===== src/rtl/cfu_pkg.sv =====
// cfu_pkg: CFU opcodes, function_id field layout, initiator states and command encoder.
package cfu_pkg;

   localparam logic [2:0] OP_SET_MODE   = 3'd0;
   localparam logic [2:0] OP_RESET_ACC  = 3'd1;
   localparam logic [2:0] OP_LOAD_UPPER = 3'd2;
   localparam logic [2:0] OP_ACCUM      = 3'd3;

   localparam int OPC_LSB  = 0;
   localparam int OPC_W    = 3;
   localparam int MODE_BIT = 3;

   typedef enum logic [2:0] {
      ST_IDLE, ST_SET_MODE, ST_CLR_ACC, ST_FETCH,
      ST_LOAD_UP, ST_ACCUM, ST_RSP_WAIT, ST_DONE
   } state_e;

   function automatic logic is_issue(input state_e s);
      return s inside {ST_SET_MODE, ST_CLR_ACC, ST_LOAD_UP, ST_ACCUM};
   endfunction

   // Mode bit only rides on SET_MODE; non-issue states encode to zero.
   function automatic logic [9:0] enc_fid(input state_e s, input logic mode);
      logic [9:0] fid;
      fid = '0;
      fid[OPC_LSB +: OPC_W] = (s == ST_SET_MODE) ? OP_SET_MODE :
                              (s == ST_CLR_ACC)  ? OP_RESET_ACC :
                              (s == ST_LOAD_UP)  ? OP_LOAD_UPPER : OP_ACCUM;
      fid[MODE_BIT] = (s == ST_SET_MODE) && mode;
      return is_issue(s) ? fid : '0;
   endfunction

endpackage


===== src/rtl/cfu_cmd_initiator.sv =====
// cfu_cmd_initiator: runs a dot-product job on the Cfu via its cmd/rsp handshake
// and returns the final accumulator on a result handshake.
module cfu_cmd_initiator
   import cfu_pkg::*;
#(
   parameter int CNT_W = 16
) (
   input  logic             clk,
   input  logic             reset,
   input  logic             start,
   input  logic             start_mode,
   input  logic [CNT_W-1:0] start_count,
   output logic             busy,
   input  logic             opnd_valid,
   output logic             opnd_ready,
   input  logic [63:0]      opnd_a,
   input  logic [63:0]      opnd_b,
   output logic             result_valid,
   input  logic             result_ready,
   output logic [31:0]      result_data,
   output logic             cmd_valid,
   input  logic             cmd_ready,
   output logic [9:0]       cmd_payload_function_id,
   output logic [31:0]      cmd_payload_inputs_0,
   output logic [31:0]      cmd_payload_inputs_1,
   input  logic             rsp_valid,
   output logic             rsp_ready,
   input  logic [31:0]      rsp_payload_outputs_0,
   output logic             proto_err
);

   state_e           state_q, state_d, ret_q, ret_d;
   logic             mode_q, mode_d;
   logic [CNT_W-1:0] rem_q, rem_d;
   logic [63:0]      a_q, a_d, b_q, b_d;
   logic [31:0]      acc_q, acc_d;
   logic [31:0]      in0_q, in0_d, in1_q, in1_d;
   logic [9:0]       fid_q, fid_d;
   logic             cmd_valid_q, opnd_ready_q, rsp_ready_q, result_valid_q, busy_q, proto_q;

   always_comb begin
      state_d = state_q;
      ret_d   = ret_q;
      mode_d  = mode_q;
      rem_d   = rem_q;
      a_d     = a_q;
      b_d     = b_q;
      acc_d   = acc_q;
      unique case (state_q)
         ST_IDLE: if (start) begin
            mode_d  = start_mode;
            rem_d   = start_count;
            state_d = ST_SET_MODE;
         end
         ST_SET_MODE, ST_CLR_ACC, ST_LOAD_UP, ST_ACCUM: if (cmd_ready) begin
            ret_d   = state_q;
            state_d = ST_RSP_WAIT;
         end
         ST_FETCH: if (opnd_valid) begin
            a_d     = opnd_a;
            b_d     = opnd_b;
            state_d = ST_LOAD_UP;
         end
         ST_RSP_WAIT: if (rsp_valid) begin
            acc_d   = rsp_payload_outputs_0;
            rem_d   = (ret_q == ST_ACCUM) ? rem_q - CNT_W'(1) : rem_q;
            state_d = (ret_q == ST_SET_MODE) ? ST_CLR_ACC :
                      (ret_q == ST_LOAD_UP)  ? ST_ACCUM :
                      (rem_d == '0)          ? ST_DONE : ST_FETCH;
         end
         ST_DONE: if (result_ready) state_d = ST_IDLE;
         default: ;
      endcase
      // Payload is a pure function of the next state and latched operands, so it holds under backpressure.
      fid_d = enc_fid(state_d, mode_d);
      in0_d = (state_d == ST_LOAD_UP) ? a_d[63:32] : (state_d == ST_ACCUM) ? a_d[31:0] : '0;
      in1_d = (state_d == ST_LOAD_UP) ? b_d[63:32] : (state_d == ST_ACCUM) ? b_d[31:0] : '0;
   end

   always_ff @(posedge clk) begin
      if (reset) begin
         state_q        <= ST_IDLE;
         ret_q          <= ST_IDLE;
         mode_q         <= 1'b0;
         rem_q          <= '0;
         a_q            <= '0;
         b_q            <= '0;
         acc_q          <= '0;
         in0_q          <= '0;
         in1_q          <= '0;
         fid_q          <= '0;
         cmd_valid_q    <= 1'b0;
         opnd_ready_q   <= 1'b0;
         rsp_ready_q    <= 1'b0;
         result_valid_q <= 1'b0;
         busy_q         <= 1'b0;
         proto_q        <= 1'b0;
      end else begin
         state_q        <= state_d;
         ret_q          <= ret_d;
         mode_q         <= mode_d;
         rem_q          <= rem_d;
         a_q            <= a_d;
         b_q            <= b_d;
         acc_q          <= acc_d;
         in0_q          <= in0_d;
         in1_q          <= in1_d;
         fid_q          <= fid_d;
         cmd_valid_q    <= is_issue(state_d);
         opnd_ready_q   <= state_d == ST_FETCH;
         rsp_ready_q    <= state_d == ST_RSP_WAIT;
         result_valid_q <= state_d == ST_DONE;
         busy_q         <= state_d != ST_IDLE;
         proto_q        <= proto_q | (rsp_valid && state_q != ST_RSP_WAIT);
      end
   end

   assign busy                    = busy_q;
   assign opnd_ready              = opnd_ready_q;
   assign result_valid            = result_valid_q;
   assign result_data             = acc_q;
   assign cmd_valid               = cmd_valid_q;
   assign cmd_payload_function_id = fid_q;
   assign cmd_payload_inputs_0    = in0_q;
   assign cmd_payload_inputs_1    = in1_q;
   assign rsp_ready               = rsp_ready_q;
   assign proto_err               = proto_q;

endmodule


===== config.mk =====
export PLATFORM = sky130hd
export DESIGN_NAME = cfu_cmd_initiator
export DESIGN_NICKNAME = d
export VERILOG_FILES = /design/src/rtl/cfu_pkg.sv /design/src/rtl/cfu_cmd_initiator.sv
export SDC_FILE = /design/constraint.sdc
export NUM_CORES = 1
export LEC_CHECK = 0
export ABC_AREA = 1
export CORE_MARGIN = 2
export CORE_UTILIZATION = 47
export DETAILED_ROUTE_END_ITERATION = 6
export PLACE_DENSITY_LB_ADDON = 0.1
export SLEW_MARGIN = 5
export SYNTH_ARGS = -nofsm -noshare
export SYNTH_HDL_FRONTEND = slang
export SYNTH_SLANG_ARGS = --single-unit

===== constraint.sdc =====
create_clock -name clk -period 2.59 [get_ports clk]
set_input_delay 0.518 -clock clk [delete_from_list [all_inputs] [get_ports clk]]
set_output_delay 0.518 -clock clk [all_outputs]
set_load 0.02 [all_outputs]

==> results.toml, run 1 <==
[worst_setup_path]
arrival_ns = 2.85
r2r_slack_ns = 0.17
crit_end = "cmd_payload_inputs_0[31]$_SDFF_PP0_"
critical_path_class = "reg -> reg"
rr_worst_depth = 21
endpoint_kind = "flip-flop"
startpoint = "ret_q[1]$_SDFFE_PP0P_"
r2r-start = "ret_q[1]$_SDFFE_PP0P_"
crit_fanout = 8
required_ns = 3.01
reg2reg_to = "cmd_payload_inputs_0[31]$_SDFF_PP0_"
start_kind = "flip-flop"

[route]
viasPerCell = 4.87
totalWireLength_mm = 26.9
vias = 9038
ant_nets = 0
dr.first_iter.drc_count = 571
wl_met2_mm = 12.4
maxUsedRoutingLayer = "met4"
wl_per_cell_um = 14.5
firstDrtPassIters = 4
route.detailed.drc = 0
wl_met1_mm = 11.6
routed-wl-met3_mm = 1.97

[floorplanning]
rows = 52
die-area_mm2 = 0.0216
die_x_um = 147
core_mm2 = 0.0202
die_h_um = 147
ios = 296
start_util_pct = 47.6

[synthesis]
netlist_area_mm2 = 0.00960
synth_cell_types = 33
yosysSeqAreaShare_pct = 53.4
netlist_instances = 1270
synth_area_leaders = "dfxtp_1 (53%), nor2_1 (13%), nand2_1 (11%)"
syn_avg_cell_area_um2 = 7.56
yosys.area.top_type = "dfxtp_1"
synth_warnings = 0
yosysTopAreaCellShare_pct = 53.4
ys_ff_latch = 256

[sta]
slew_viol_final = 0
post-route-period-util_pct = 93.5
setup_tns_ns = 0
relSlewSlack_pct = 65.6
fin_ws_ns = 0.169
rsz0062_at_grt = "yes"
timing.fmax_ghz = 0.413
worst_pin_slew_ns = 0.516
finalHoldViolCount = 0
finalClockSkew_ns = 0.00826
fin_crit_ns = 2.42
setup_viol = 0

[cts]
cts_root_buffer = "clkbuf_16"
htreeDepth = 1
clock_latency_ns = 0.53
cts-buffers-inserted = 27
cts.sinks = 256
clockBufferDepth = 3
hold_buffers = 0
cts_tree = "yes"
path_clk_slew_ns = 0.06

[pwr]
vdd_drop_max_mv = 0.627
powerDensity_mw_per_mm2 = 883
power_leakage_uw = 0.00624

[placement]
gp_congestion = 0.837
io_buffers = 288
hpwl_mm = 17.3
place_ws_ns = 0.0141
dpl-instance-area_mm2 = 0.0128

[global_route]
grt.total_usage_pct = 23.5
grt_pass1_wl_mm = 42.2
antenna_found_initial = 2
grt_start_max_net_pins = 100
grt_overflow = 0
grt_pass1_vias = 8546

[finish]
postLayoutCellArea_mm2 = 0.0141
final_cell_mix = "nor2_1 (332), clkdlybuf4s50_1 (288), dfxtp_1 (253)"
drive_gt1_share_pct = 10.3
nNetsFinal = 1746
area_growth_pct = 46.4
mostFrequentLayoutCell = "nor2_1"

[run]
max_cap_violations = 0

[run_status]
status = "complete, no violations"

[worst_hold_path]
worstHoldPathType = "reg -> reg"
==> report_power, final <==
| group | switching (µW) | internal (µW) |
|---|---|---|
| clock | 1570 | 2320 |
| sequential | 200 | 4330 |
| combinational | 2250 | 1750 |
| total | 4020 | 8400 |
==> worst max-delay path: stages (launching register included) <==
cell and delay, ns:
dfxtp_1 0.32, inv_2 0.10, nand3_4 0.14, buf_4 0.19
nor2_2 0.19, nand3_1 0.10, nand2_1 0.09, nand2_1 0.07
nand3_1 0.10, nor2_1 0.05, nand3_1 0.08, nand2_1 0.05
nand2_1 0.06, nand2_1 0.06, nand2_2 0.09, nand2_4 0.08
inv_4 0.09, nor2_8 0.04, buf_12 0.14, clkbuf_16 0.17
nand2_1 0.06, nand2_1 0.04
==> layer usage <==
metal / track usage (%) / vias up
li1: - / 4611
met1: 30.8 / 4066
met2: 37.8 / 300
met3: 5.90 / 61
met4: 8.70 / 0
met5: 0 / -
==> worst min path at each step <==
stage | from | cells after the start | endpoint | slack, ns
floorplan | mode_q$_SDFF_PP0_ | 2 | mode_q$_SDFF_PP0_ | 0.46
global placement | proto_err$_SDFF_PP0_ | 2 | proto_err$_SDFF_PP0_ | 0.45
detailed placement | proto_err$_SDFF_PP0_ | 2 | proto_err$_SDFF_PP0_ | 0.47
CTS | proto_err$_SDFF_PP0_ | 2 | proto_err$_SDFF_PP0_ | 0.49
global route | proto_err$_SDFF_PP0_ | 2 | proto_err$_SDFF_PP0_ | 0.53
finish | proto_err$_SDFF_PP0_ | 2 | proto_err$_SDFF_PP0_ | 0.48
==> cell usage after synthesis <==
| master | number |
|---|---|
| mux2i_1 | 1 |
| a221oi_1 | 13 |
| conb_1 | 1 |
| nand2_2 | 2 |
| nor2_4 | 4 |
| buf_6 | 6 |
| buf_8 | 6 |
| o21ai_1 | 2 |
| inv_1 | 42 |
| nor2_8 | 1 |
| o2111ai_1 | 1 |
| o211ai_1 | 1 |
| nand4_1 | 7 |
| nor2_2 | 20 |
| o21ai_0 | 169 |
| a21oi_1 | 23 |
| inv_4 | 1 |
| o21a_1 | 1 |
| buf_4 | 7 |
| nand3_4 | 1 |
| a211oi_1 | 1 |
| nor3_2 | 1 |
| dfxtp_1 | 256 |
| nor3_1 | 3 |
| ha_1 | 1 |
| inv_2 | 2 |
| o2111ai_2 | 1 |
| a21boi_0 | 1 |
| nor2_1 | 336 |
| nand3_1 | 24 |
| a2111oi_0 | 1 |
| nand2_1 | 274 |
| clkbuf_1 | 60 |
==> final cells by class <==
cell class	instances	area [µm²]
Fill cell	1685	6110
Timing Repair Buffer	334	3460
Multi-Input combinational cell	897	4030
Clock buffer	37	783
Tap cell	270	338
Inverter	45	181
Sequential cell	256	5130
Antenna cell	2	5.00
Clock inverter	13	136
==> sequential cells by signal, indices dropped and copies added (netlist names), 3 cells and up <==
| signal | flops |
|---|---|
| cmd_payload_inputs_0 | 32 |
| b_q | 64 |
| cmd_payload_inputs_1 | 32 |
| ret_q | 3 |
| state_q | 3 |
| a_q | 64 |
| rem_q | 16 |
| result_data | 32 |
| cmd_payload_function_id | 3 |
==> what timing repair did <==
item	in CTS	in global routing
gates cloned	0	4
endpoints found under the hold margin	0	0
resized for setup	1	44
setup buffers	2	9
pin swaps	2	9
endpoints found under the setup margin	7	67
==> cells by family after synthesis <==
family | count (synthesis) | synth area share, %
AND/OR/NAND/NOR | 673 | 28.1
adder cells (fa/ha/maj) | 1 | 0.130
other | 1 | 0.0390
buffers and inverters | 124 | 6.32
AO/OA/AOI/OAI | 214 | 11.9
flip-flops | 256 | 53.4
multiplexers | 1 | 0.104
==> metrics by stage <==
step	total power (µW)	utilization (%)	hold WS [ns]	instances
final	12400	69.7	0.484	1854
after global routing	13100	69.7	0.534	1854
after CTS	12000	68.3	0.490	1839
after detailed placement	8080	63.6	0.467	1787
after global placement	8040	63.6	0.452	1787
after floorplan	6760	-	0.460	1276
(Power assumes the default switching activity.)
==> run 2: changes to the inputs <==
- CTS_CLUSTER_SIZE: not set -> 20
- GPL_ROUTABILITY_DRIVEN: not set -> 0
- SETUP_SLACK_MARGIN: not set -> 0.02
==> results.toml, run 2 (synthesis results as in run 1) <==
[route]
ant_nets = 0
totalWireLength_mm = 26.9
wl_per_cell_um = 14.5
firstDrtPassIters = 5
route.detailed.drc = 0
vias = 9037
viasPerCell = 4.87
dr.first_iter.drc_count = 519

[worst_setup_path]
worstPathCellList = "inv_2 > nand3_4 > buf_4 > nor2_2 > nand3_1 > nand2_1 > nand2_1 > nand3_1 > nor2_1 > nand3_1 > nand2_1 > nand2_1 > nand2_1 > nand2_2 > nand2_4 > inv_4 > nor2_8 > buf_12 > clkbuf_16 > nand2_1 > nand2_1"
start_kind = "flip-flop"
endpoint_kind = "flip-flop"
cp_slowest_cell = "dfxtp_1"
reg2reg_to = "cmd_payload_inputs_0[31]$_SDFF_PP0_"
rr_worst_depth = 21
r2r_slack_ns = 0.17
cpPeakStageDelay_ns = 0.32
required_ns = 3.01
critical_path_class = "reg -> reg"
cp_top_family = "simple AND/OR/NAND/NOR gates"
crit_fanout = 8
r2r-start = "ret_q[1]$_SDFFE_PP0P_"
arrival_ns = 2.85
crit_top_cell = "nand2_1"
crit_buf_inv = 5

[worst_hold_path]
hold_path.startpoint = "proto_err$_SDFF_PP0_"
min_path_cells = 2
worstHoldPathType = "reg -> reg"
min_to = "proto_err$_SDFF_PP0_"

[sta]
worst_pin_slew_ns = 0.511
post-route-period-util_pct = 93.5
finalClockSkew_ns = 0.00841
fin_crit_ns = 2.42
timing.fmax_ghz = 0.413
setup_tns_ns = 0
rsz0062_at_grt = "yes"
finalHoldViolCount = 0
relSlewSlack_pct = 65.9
setup_viol = 0
slew_viol_final = 0

[placement]
dpl-instance-area_mm2 = 0.0128
hpwl_mm = 17.3
io_buffers = 288

[cts]
clockBufferDepth = 3
cts-buffers-inserted = 27
cts_root_buffer = "clkbuf_16"
htreeDepth = 1
path_clk_slew_ns = 0.06
cts_tree = "yes"
clock_latency_ns = 0.53
cts.sinks = 256

[run_status]
status = "complete, no violations"

[floorplanning]
start_util_pct = 47.6
die_x_um = 147
die-area_mm2 = 0.0216
rows = 52
die_h_um = 147
core_mm2 = 0.0202
ios = 296

[finish]
mostFrequentLayoutCell = "nor2_1"
n_fill_cell = 1681
drive_gt1_share_pct = 10.6
area_growth_pct = 46.6
final_cell_mix = "nor2_1 (332), clkdlybuf4s50_1 (288), dfxtp_1 (253)"
postLayoutCellArea_mm2 = 0.0141
nNetsFinal = 1746
reg_top3 = "a_q (64), b_q (64)"

[global_route]
grt_start_max_net_pins = 100
grt_pass1_vias = 8546
grt.total_usage_pct = 23.5
antenna_found_initial = 2
grt_overflow = 0
grt_pass1_wl_mm = 42.2

[pwr]
powerDensity_mw_per_mm2 = 883
intPower_uw = 8400
vdd_drop_max_mv = 0.628
p_clk_share_pct = 31.3
switching_power_uw = 4030
swShare_pct = 32.4
power_leakage_uw = 0.00625
p_seq_share_pct = 36.4
combPwrFrac_pct = 32.2

[run]
max_cap_violations = 0
-- run 2: cell counts in the layout (fill, tap and decap cells not counted) --
No cell type changed its count.
-- run 2: what timing repair did --
item                                    CTS  global route
gates resized for setup                   2            48
pin swaps                                 2            11
cloned                                    0             4
buffers inserted                          2             9
hold buffers                              0             0
endpoints found under the setup margin   50            66
-- run 2: metal layers --
metal  vias to the layer above  share of wire [%]  track usage [%]
met4                         0                3.4             8.70
li1                       4613                  -                -
met1                      4054                 43             30.8
met5                         -                  0                0
met2                       309                 46             37.8
met3                        61                7.6             5.90
-- run 2: how the worst max path moves through the flow --
stage	from	to	depth (start not counted)
after floorplan	rem_q[0]$_SDFFE_PP0P_	cmd_payload_inputs_0[14]$_SDFF_PP0_	19
after global placement	rsp_valid	cmd_payload_inputs_1[8]$_SDFF_PP0_	12
after detailed placement	rem_q[1]$_SDFFE_PP0P_	cmd_payload_inputs_1[30]$_SDFF_PP0_	21
after CTS	rem_q[1]$_SDFFE_PP0P_	cmd_payload_inputs_0[30]$_SDFF_PP0_	21
after global routing	rem_q[3]$_SDFFE_PP0P_	cmd_payload_inputs_1[3]$_SDFF_PP0_	19
final	ret_q[1]$_SDFFE_PP0P_	cmd_payload_inputs_0[31]$_SDFF_PP0_	21
-- run 2: cell type report --
| type | instances | area (µm²) | area share [%] |
|---|---|---|---|
| antenna | 2 | 5.00 | 0.0355 |
| clock buffer | 37 | 783 | 5.56 |
| clock inverter | 13 | 136 | 0.969 |
| inverter | 45 | 181 | 1.29 |
| multi-input combinational | 897 | 4050 | 28.7 |
| sequential | 256 | 5130 | 36.4 |
| tap | 270 | 338 | 2.40 |
| timing repair buffer | 334 | 3460 | 24.6 |
-- run 2: worst reg2reg max path: stages (launching register included) --
cell and delay (ns):
dfxtp_1 0.32, inv_2 0.10, nand3_4 0.14, buf_4 0.19
nor2_2 0.19, nand3_1 0.10, nand2_1 0.09, nand2_1 0.07
nand3_1 0.10, nor2_1 0.05, nand3_1 0.09, nand2_1 0.05
nand2_1 0.06, nand2_1 0.06, nand2_2 0.09, nand2_4 0.08
inv_4 0.09, nor2_8 0.04, buf_12 0.15, clkbuf_16 0.17
nand2_1 0.06, nand2_1 0.04
-- run 2: power by group through the flow --
stage	registers, µW	logic, µW	clock network (µW)
2_1_floorplan	4680	2080	0
3_3_place_gp	4590	3450	0
3_5_place_dp	4600	3490	0
4_1_cts	4520	3510	3960
5_1_grt	4570	4380	4130
6_report	4530	4010	3890
-- run 2: through the flow --
stage / worst slack [ns] / instances / hold WS [ns] / utilization (%) / power [µW]
finish: 0.167 / 1854 / 0.484 / 69.8 / 12400
CTS: 0.0202 / 1839 / 0.490 / 68.3 / 12000
global placement: 0.116 / 1787 / 0.452 / 63.6 / 8040
floorplan: 0.381 / 1276 / 0.460 / - / 6760
detailed placement: 0.0141 / 1787 / 0.467 / 63.6 / 8080
global route: -0.0421 / 1854 / 0.534 / 69.8 / 13100
